==> src/rtl/cond_pkg.sv <==
// Shared definitions for the ARM condition unit:
// condition codes and flag bit positions in {N,Z,C,V}.
package cond_pkg;

    typedef enum logic [3:0] {
        C_EQ = 4'h0, C_NE = 4'h1, C_CS = 4'h2, C_CC = 4'h3,
        C_MI = 4'h4, C_PL = 4'h5, C_VS = 4'h6, C_VC = 4'h7,
        C_HI = 4'h8, C_LS = 4'h9, C_GE = 4'hA, C_LT = 4'hB,
        C_GT = 4'hC, C_LE = 4'hD, C_AL = 4'hE, C_NV = 4'hF
    } cond_e;

    localparam int FLG_N = 3;
    localparam int FLG_Z = 2;
    localparam int FLG_C = 1;
    localparam int FLG_V = 0;

endpackage

==> src/rtl/cond_check.sv <==
// Combinational evaluation of an ARM condition field
// against a {N,Z,C,V} flag vector.
module cond_check
    import cond_pkg::*;
(
    input  logic [3:0] cond,
    input  logic [3:0] flags,
    output logic       cond_ex
);

    logic w_n, w_z, w_c, w_v;

    assign w_n = flags[FLG_N];
    assign w_z = flags[FLG_Z];
    assign w_c = flags[FLG_C];
    assign w_v = flags[FLG_V];

    always_comb begin
        cond_ex = 1'b1;
        case (cond_e'(cond))
            C_EQ: cond_ex = w_z;
            C_NE: cond_ex = !w_z;
            C_CS: cond_ex = w_c;
            C_CC: cond_ex = !w_c;
            C_MI: cond_ex = w_n;
            C_PL: cond_ex = !w_n;
            C_VS: cond_ex = w_v;
            C_VC: cond_ex = !w_v;
            C_HI: cond_ex = w_c && !w_z;
            C_LS: cond_ex = !w_c || w_z;
            C_GE: cond_ex = (w_n == w_v);
            C_LT: cond_ex = (w_n != w_v);
            C_GT: cond_ex = !w_z && (w_n == w_v);
            C_LE: cond_ex = w_z || (w_n != w_v);
            default: cond_ex = 1'b1;
        endcase
    end

endmodule

==> src/rtl/cond_unit.sv <==
// Architectural flag register, condition gating of datapath
// write enables, and saturating executed/skipped counters.
module cond_unit
    import cond_pkg::*;
#(
    parameter int CNT_W = 16
) (
    input  logic             clk,
    input  logic             rst_n,
    input  logic             valid_in,
    input  logic             stall,
    input  logic             flush,
    input  logic [3:0]       cond,
    input  logic [3:0]       alu_flags,
    input  logic [1:0]       flag_w,
    input  logic             pc_s,
    input  logic             reg_w,
    input  logic             mem_w,
    input  logic             no_write,
    output logic             pc_src,
    output logic             reg_write,
    output logic             mem_write,
    output logic             cond_ex,
    output logic [3:0]       flags_q,
    output logic [CNT_W-1:0] exec_cnt,
    output logic [CNT_W-1:0] skip_cnt
);

    logic [3:0]       r_flags;
    logic [CNT_W-1:0] r_exec;
    logic [CNT_W-1:0] r_skip;
    logic             w_ex;
    logic             w_ok;
    logic             w_upd;

    cond_check u_check (
        .cond    (cond),
        .flags   (r_flags),
        .cond_ex (w_ex)
    );

    assign w_ok  = valid_in && !flush && w_ex;
    assign w_upd = valid_in && !stall;

    assign cond_ex   = w_ex;
    assign pc_src    = w_ok && pc_s;
    assign mem_write = w_ok && mem_w;
    assign reg_write = w_ok && reg_w && !no_write;
    assign flags_q   = r_flags;
    assign exec_cnt  = r_exec;
    assign skip_cnt  = r_skip;

    // Only a passing, unstalled instruction may touch the flags
    always_ff @(posedge clk or negedge rst_n) begin
        if (!rst_n) begin
            r_flags <= 4'b0000;
        end else if (w_ok && !stall) begin
            if (flag_w[1]) begin
                r_flags[FLG_N] <= alu_flags[FLG_N];
                r_flags[FLG_Z] <= alu_flags[FLG_Z];
            end
            if (flag_w[0]) begin
                r_flags[FLG_C] <= alu_flags[FLG_C];
                r_flags[FLG_V] <= alu_flags[FLG_V];
            end
        end
    end

    always_ff @(posedge clk or negedge rst_n) begin
        if (!rst_n) begin
            r_exec <= '0;
            r_skip <= '0;
        end else if (w_upd) begin
            if (w_ok) begin
                if (r_exec != '1)
                    r_exec <= r_exec + 1'b1;
            end else begin
                if (r_skip != '1)
                    r_skip <= r_skip + 1'b1;
            end
        end
    end

endmodule

==> config.mk <==
export PLATFORM = sky130hd
export DESIGN_NAME = cond_unit
export DESIGN_NICKNAME = d
export VERILOG_FILES = /design/src/rtl/cond_pkg.sv /design/src/rtl/cond_check.sv /design/src/rtl/cond_unit.sv
export SDC_FILE = /design/constraint.sdc
export NUM_CORES = 1
export LEC_CHECK = 0
export CAP_MARGIN = 10
export CELL_PAD_IN_SITES_DETAIL_PLACEMENT = 0
export CELL_PAD_IN_SITES_GLOBAL_PLACEMENT = 1
export CORE_MARGIN = 5
export CORE_UTILIZATION = 30
export CTS_BUF_LIST = sky130_fd_sc_hd__clkbuf_4 sky130_fd_sc_hd__clkbuf_8 sky130_fd_sc_hd__clkbuf_16
export DETAILED_ROUTE_END_ITERATION = 8
export PLACE_DENSITY_LB_ADDON = 0.05
export SLEW_MARGIN = 20
export SYNTH_ARGS = -nofsm -noshare
export SYNTH_HDL_FRONTEND = slang
export SYNTH_SLANG_ARGS = --single-unit
export TNS_END_PERCENT = 10
==> constraint.sdc <==
create_clock -name clk -period 3 [get_ports clk]
set_input_delay 0.9 -clock clk [delete_from_list [all_inputs] [get_ports clk]]
set_output_delay 0.9 -clock clk [all_outputs]
set_load 0.005 [all_outputs]
==> reports/results.ini, run 1 <==
[clocking]
htreeDepth = 2
clock-sinks = 36
cts.hold.buffers_added = 0
clockBufferDepth = 2
root_buffer = clkbuf_8
clk_pin_slew_ns = 0.06
clkLatencyLatePin_ns = 0.29
cts_tree = done
cts_buffers = 5

[pwr]
power_density_mw_per_mm2 = 555
p_clk_share_pct = 22.6
vdd_drop_max_uv = 329
p_leak_nw = 1.33
switching_power_w = 0.000506
p_int_w = 0.00116
seqPwrFrac_pct = 41.6
pwr-share-comb_pct = 35.8
swShare_pct = 30.5
power_w = 0.00166

[yosys]
synthArstFlopShare_pct = 100
avgSynthCellArea_um2 = 10.1
ys_seq_elements = 36
synth_area_leaders = dfrtp_1 44%, xor2_1 8.6%, nand3_1 5.4%
yosysMostFrequentCell = dfrtp_1
synth-main-ff-cell = dfrtp_1
netlist.area_leader.share_pct = 44.1
syn_inst = 203
synth.distinct_cells = 45
synth_nets = 224
yosys_warnings = 0
yosysTopAreaCell = dfrtp_1
yosysSeqAreaShare_pct = 44.1
syn_area_mm2 = 0.00204
synth_edf_count = 0
synth_common_cells = 36 x dfrtp_1, 22 x nand3_1, 20 x xor2_1

[setup_path]
critPathCaptureType = output port
crit_path_start_kind = input pin
critical_path_class = in2out
crit_fanout = 6
critPathArrivalTime_ns = 2.29
critPathRequiredTime_ns = 2.10

[floorplan]
die-area_mm2 = 0.00856
core.rowCount = 30
chipWidth_um = 92.5
io_pins = 59
dieHeight_um = 92.5
fp.coreArea_mm2 = 0.00672
initial_core_util_pct = 30.4

[place]
gp_congestion = 0.764
io_buffer_count = 58
dp_hpwl_um = 3960
dp_cells = 357

[detailed_routing]
drc = 0
ant_nets = 0
dr.pass1.iters = 4
drt_iter0_drc = 46
wl_per_cell_um = 14.3
routed_via_density = 4.85
vias = 1775
routed_wl_um = 5250

[sta]
min_period_ns = 3.19
rsz0062_at_grt = yes
final-hold-violation-count = 0
worst_pin_slew_ns = 0.886
slew_viol_final = 0
setup_ws_ns = -0.186
finalClockSkew_ns = 0.00980
setup_violations = 3
finalCritPeriodShare_pct = 106
relSlewSlack_pct = 40.5
max_freq_mhz = 314

[grt]
grt_max_degree = 37
grt_first_pass_wirelength_um = 8960
gr-total-overflow = 0
antenna_found_initial = 0
track_usage_pct = 13.1
grt_pass1_vias = 1827

[job]
maxCapViolations = 0

[status]
outcome = finished with violations
violations = setup timing

[cells_and_area]
drive_above_1_share_pct = 24.1
nets = 307
n_antenna_cell = 0
area_delta_synth_final_pct = 46.6
final_cells = 366

[worst_hold_path]
hold_path_class = reg2reg

power groups by stage:
stage	Combinational [W]	Sequential [W]	Clock (W)
floorplan	0.000260	0.000682	0
global placement	0.000582	0.000700	0
detailed placement	0.000584	0.000696	0
CTS	0.000601	0.000689	0.000392
global route	0.000651	0.000711	0.000415
finish	0.000595	0.000692	0.000376
registers in the layout, indices dropped and copies added (netlist names):
name / cells
exec_cnt: 16
flags_q: 4
skip_cnt: 16
critical path, cell delays in order:
cell and delay, ns:
buf_8 0.10, and3b_1 0.17, a22oi_2 0.14, mux2_4 0.32, and3_4 0.17, buf_6 0.11
nor4b_4 0.22, buf_2 0.14
worst paths after layout:
path | startpoint | to | slack, ns | cells after the start
worst min register to register | skip_cnt[14] | skip_cnt[14] | 0.49 | 1
worst max register to register | skip_cnt[0] | skip_cnt[1] | 0.63 | 6
min in group asynchronous | rst_n | skip_cnt[5] | 0.65 | 2
worst min-delay path | skip_cnt[14] | skip_cnt[14] | 0.49 | 1
worst max-delay path | cond[2] | reg_write | -0.19 | 8
max in group asynchronous | rst_n | flags_q[3] | 2.01 | 2
per-layer routing:
metal / vias up / GRT usage (%) / part of all wire [%]
met5: - / 0 / 0
met4: 0 / 4.08 / 1.3
met3: 6 / 3.33 / 4.3
met2: 32 / 22.1 / 50
met1: 846 / 16.4 / 45
li1: 891 / - / -
placed cells by master (no fill, tap or decap), types with 5 or more instances in the layout:
master and count:
nand2_1 12, and3_1 5, clkbuf_8 7, nor2_1 10, nand4_1 6, nor4_1 8
nor3_1 10, clkdlybuf4s50_1 49, buf_4 23, dfrtp_1 36, nand3_1 22, xor2_1 20
buf_6 5, xnor2_1 12
stage by stage:
| stage | instance area, um^2 | hold slack, ns | setup TNS, ns | setup WS [ns] | util [%] |
|---|---|---|---|---|---|
| 2_1_floorplan | 2070 | 0.477 | -0.308 | -0.121 | - |
| 3_3_place_gp | 2870 | 0.475 | -5.84 | -0.991 | 42.7 |
| 3_5_place_dp | 2870 | 0.484 | -6.22 | -0.998 | 42.7 |
| 4_1_cts | 2960 | 0.496 | -0.419 | -0.250 | 44.1 |
| 5_1_grt | 3000 | 0.518 | -0.521 | -0.292 | 44.6 |
| 6_report | 3000 | 0.493 | -0.198 | -0.186 | 44.6 |
timing repair:
action,4_1_cts,5_1_grt
gates resized for setup,39,8
setup buffers,2,0
endpoints found under the setup margin,4,4
pin swaps,8,4
cell type report:
cell class | instances | area (um^2)
fill | 670 | 3720
multi-input combinational | 156 | 1120
sequential | 36 | 901
timing repair buffer | 83 | 759
tap | 80 | 100
clock buffer | 7 | 96.3
inverter | 4 | 15.0
cell families after synthesis:
family	Yosys count	synth area share, %
buffers and inverters	11	2.76
and+or+nand+nor	102	28.7
AOI/OAI and AO/OA	12	4.47
muxes	8	5.08
adders and majority gates	2	1.22
DFF	36	44.1
xor gates and xnor gates	32	13.7
No activity file was read; power rests on OpenSTA's default activity.
==> inputs of run 2 (changes only) <==
Settings changed: ABC_AREA set to 1, CELL_PAD_IN_SITES_DETAIL_PLACEMENT 0 to 1.
Clock period 3 ns to 3.9 ns, I/O delays scaled along.
==> run 2 against run 1 <==
  * Largest power group unchanged
  * Cell count increased by 43%
  * Register-to-register slack improved by 1.0 ns
  * The run now ends clean
  * Highest routed layer unchanged
  * Clock power decreased by 8.5%
  * Flip-flop and latch count unchanged
  * Sequential share of layout area decreased by 2.9 points
  * Combinational power decreased by 38%
  * Setup slack improved by 0.34 ns
  * Global-route usage increased by 2.9 points
  * Final area increased by 11%
  * Synthesized cell count increased by 74%
  * Routed wire length increased by 49%
==> reports/results.ini, run 2 <==
[detailed_routing]
dr.pass1.iters = 4  ; unchanged
ant_nets = 0  ; unchanged
vias = 2575  ; +45%
drc = 0  ; unchanged
routed_wl_um = 7820  ; +49%
wl_per_cell_um = 15.0  ; +4.5%
routed_via_density = 4.93  ; +1.7%
drt_iter0_drc = 80  ; +74%

[sta]
final-hold-violation-count = 0  ; unchanged
max_freq_mhz = 267
finalCritPeriodShare_pct = 96.2
relSlewSlack_pct = 40.9  ; +0.39 points
rsz0062_at_grt = no
min_period_ns = 3.75
slew_viol_final = 0  ; unchanged
worst_pin_slew_ns = 0.887  ; +0.00103 ns
finalClockSkew_ns = 0.0114  ; +0.00161 ns
setup_violations = 0  ; -3

[yosys]
yosysSeqAreaShare_pct = 35.9  ; -8.2 points
synth_nets = 374  ; +67%
synth-main-ff-cell = dfrtp_1
synth.distinct_cells = 25  ; -44%
syn_area_mm2 = 0.00251  ; +23%
netlist.area_leader.share_pct = 35.9  ; -8.2 points
avgSynthCellArea_um2 = 7.10  ; -29%
yosysMostFrequentCell = nand2_1
syn_inst = 353  ; +74%
synthArstFlopShare_pct = 100  ; unchanged
synth_common_cells = 126 x nand2_1, 41 x nand4_1, 37 x nor2_1
synth_edf_count = 0  ; unchanged
ys_seq_elements = 36  ; unchanged
synth_area_leaders = dfrtp_1 36%, nand2_1 19%, nand4_1 10%
yosysTopAreaCell = dfrtp_1
yosys_warnings = 0  ; unchanged

[setup_path]
path_delay_family = buffers and inverters
critPathArrivalTime_ns = 2.58  ; +0.29 ns
critical_path_class = in2out
crit_path_max_incr_delay_ns = 0.50  ; +0.18 ns
crit_top_cell = clkdlybuf4s50_1
path_depth = 7  ; -1
critPathRequiredTime_ns = 2.73  ; +0.63 ns
crit_path_start_kind = input pin
crit_chain = clkdlybuf4s50_1, inv_1, nor2_2, buf_6, nand2_8, nor2_1, clkdlybuf4s50_1
crit_slowest_cell = clkdlybuf4s50_1
cp_num_buf_inv = 4  ; +1
crit_fanout = 3  ; -3
critPathCaptureType = output port
r2r_cells = 8  ; +2

[cells_and_area]
final_cell_mix = 126 x nand2_1, 51 x clkdlybuf4s50_1, 41 x nand4_1
drive_above_1_share_pct = 10.1  ; -14 points
area_delta_synth_final_pct = 32.2
multiInputGateArea_mm2 = 0.00141  ; +26%
n_antenna_cell = 0  ; unchanged
fillerInstances = 1059  ; +58%
final_cells = 522  ; +43%
final_common_cell = nand2_1
final_area_mm2 = 0.00331  ; +11%
nets = 437  ; +42%
regArea_um2 = 901  ; unchanged

[pwr]
p_int_w = 0.000808  ; -30%
seqPwrFrac_pct = 41.4  ; -0.2 points
swShare_pct = 33.5  ; +3.0 points
switching_power_w = 0.000407  ; -20%
vdd_drop_max_uv = 194  ; -41%
power_density_mw_per_mm2 = 367  ; -34%
p_leak_nw = 1.62  ; +21%
p_clk_share_pct = 28.3  ; +5.7 points
pwr-share-comb_pct = 30.2  ; -5.6 points

[grt]
gr-total-overflow = 0  ; unchanged
grt_pass1_vias = 2640  ; +44%
grt_max_degree = 37  ; unchanged
track_usage_pct = 16.0  ; +2.9 points
antenna_found_initial = 0  ; unchanged
grt_first_pass_wirelength_um = 13200  ; +47%

[place]
dp_cells = 512  ; +43%
dp_hpwl_um = 5670  ; +43%
gp_congestion = 0.794  ; +3.9%
dpl-instance-area_mm2 = 0.00319  ; +11%
io_buffer_count = 58  ; unchanged

[clocking]
cts_tree = done
cts_buffers = 5  ; unchanged
clk_pin_slew_ns = 0.08  ; +0.02 ns
clockBufferDepth = 2  ; unchanged
root_buffer = clkbuf_8
htreeDepth = 2  ; unchanged
clock-sinks = 36  ; unchanged
clkLatencyLatePin_ns = 0.29  ; about the same

[job]
maxCapViolations = 0  ; unchanged

[floorplan]
die-area_mm2 = 0.0103  ; +20%
io_pins = 59  ; unchanged
fp.coreArea_mm2 = 0.00818  ; +22%
chipWidth_um = 101  ; +9.6%
initial_core_util_pct = 30.7  ; +0.26 points
core.rowCount = 33  ; +10%
dieHeight_um = 101  ; +9.6%

[status]
outcome = completed

[worst_hold_path]
hold_path_class = reg2reg
min_path_cells = 2  ; +1

==> run 2: cells by family after synthesis <==
kind of cell	count (synthesis)	share of synthesized area, %
xor+xnor	21	7.34
compound gates	3	0.599
buf+inv	44	7.88
fa+ha+maj	2	0.998
simple gates	247	47.3
flops	36	35.9
==> run 2: power by group through the flow <==
stage	clock network, W	logic, W	registers (W)
after CTS	0.000357	0.000374	0.000505
after detailed placement	0	0.000371	0.000511
after global placement	0	0.000360	0.000510
final	0.000344	0.000368	0.000504
after global routing	0.000375	0.000412	0.000517
after floorplan	0	0.000180	0.000494
==> run 2: layout make-up <==
type,count,share of cell area [%]
Clock buffer,6,2.30
Multi-Input combinational cell,273,42.7
Inverter,33,3.78
Tap cell,105,3.96
Timing Repair Buffer,67,19.1
Sequential cell,36,27.2
Clock inverter,2,1.06
==> run 2: repair_timing <==
action                                  4_1_cts  5_1_grt
buffers inserted                              1        1
pin swaps                                     2        1
endpoints found under the hold margin         0        0
endpoints found under the setup margin        4        4
resized for setup                            13       11
hold buffers                                  0        0
==> run 2: final timing paths <==
kind / start / to / slack (ns)
max: valid_in / mem_write / 0.15
min: skip_cnt[14] / skip_cnt[14] / 0.54
max reg2reg: skip_cnt[0] / skip_cnt[15] / 1.63
max in group asynchronous: rst_n / flags_q[0] / 2.34
min in group asynchronous: rst_n / exec_cnt[13] / 0.99
min reg2reg: skip_cnt[14] / skip_cnt[14] / 0.54
==> run 2: stage by stage <==
step / setup WS, ns / util [%] / total power (W) / setup TNS, ns / hold WS [ns]
floorplan: 0.654 / - / 0.000674 / 0 / 0.503
global placement: -0.313 / 39.1 / 0.000870 / -1.10 / 0.515
detailed placement: -0.355 / 39.1 / 0.000881 / -1.19 / 0.531
CTS: 0.00764 / 40.6 / 0.00124 / 0 / 0.554
global route: 0.0338 / 40.5 / 0.00130 / 0 / 0.578
finish: 0.150 / 40.5 / 0.00122 / 0 / 0.542
==> run 2: worst register-to-register path: stages, from the launching register on <==
cell and delay [ns]:
dfrtp_1 0.42, ha_1 0.23, nand2_1 0.07, nor2_1 0.27, nand4_1 0.58, inv_1 0.35
nor2_1 0.10, nand4_1 0.09, nand2_1 0.06
==> run 2: routing by layer <==
layer  up-vias  GRT usage (%)  share of wire (%)  wire (um)
li1       1280              -                  -          -
met5         -              0                  0          0
met3         4           3.24                5.0        388
met1      1238           23.4                 52       4050
met4         0           3.07               0.64         50
met2        53           24.5                 43       3330
==> inputs of run 3 (changes only) <==
Settings changed: CTS_CLUSTER_DIAMETER set to 120.
==> results of run 3 <==
The final DEF is identical to that of run 2; final timing and power are the same.
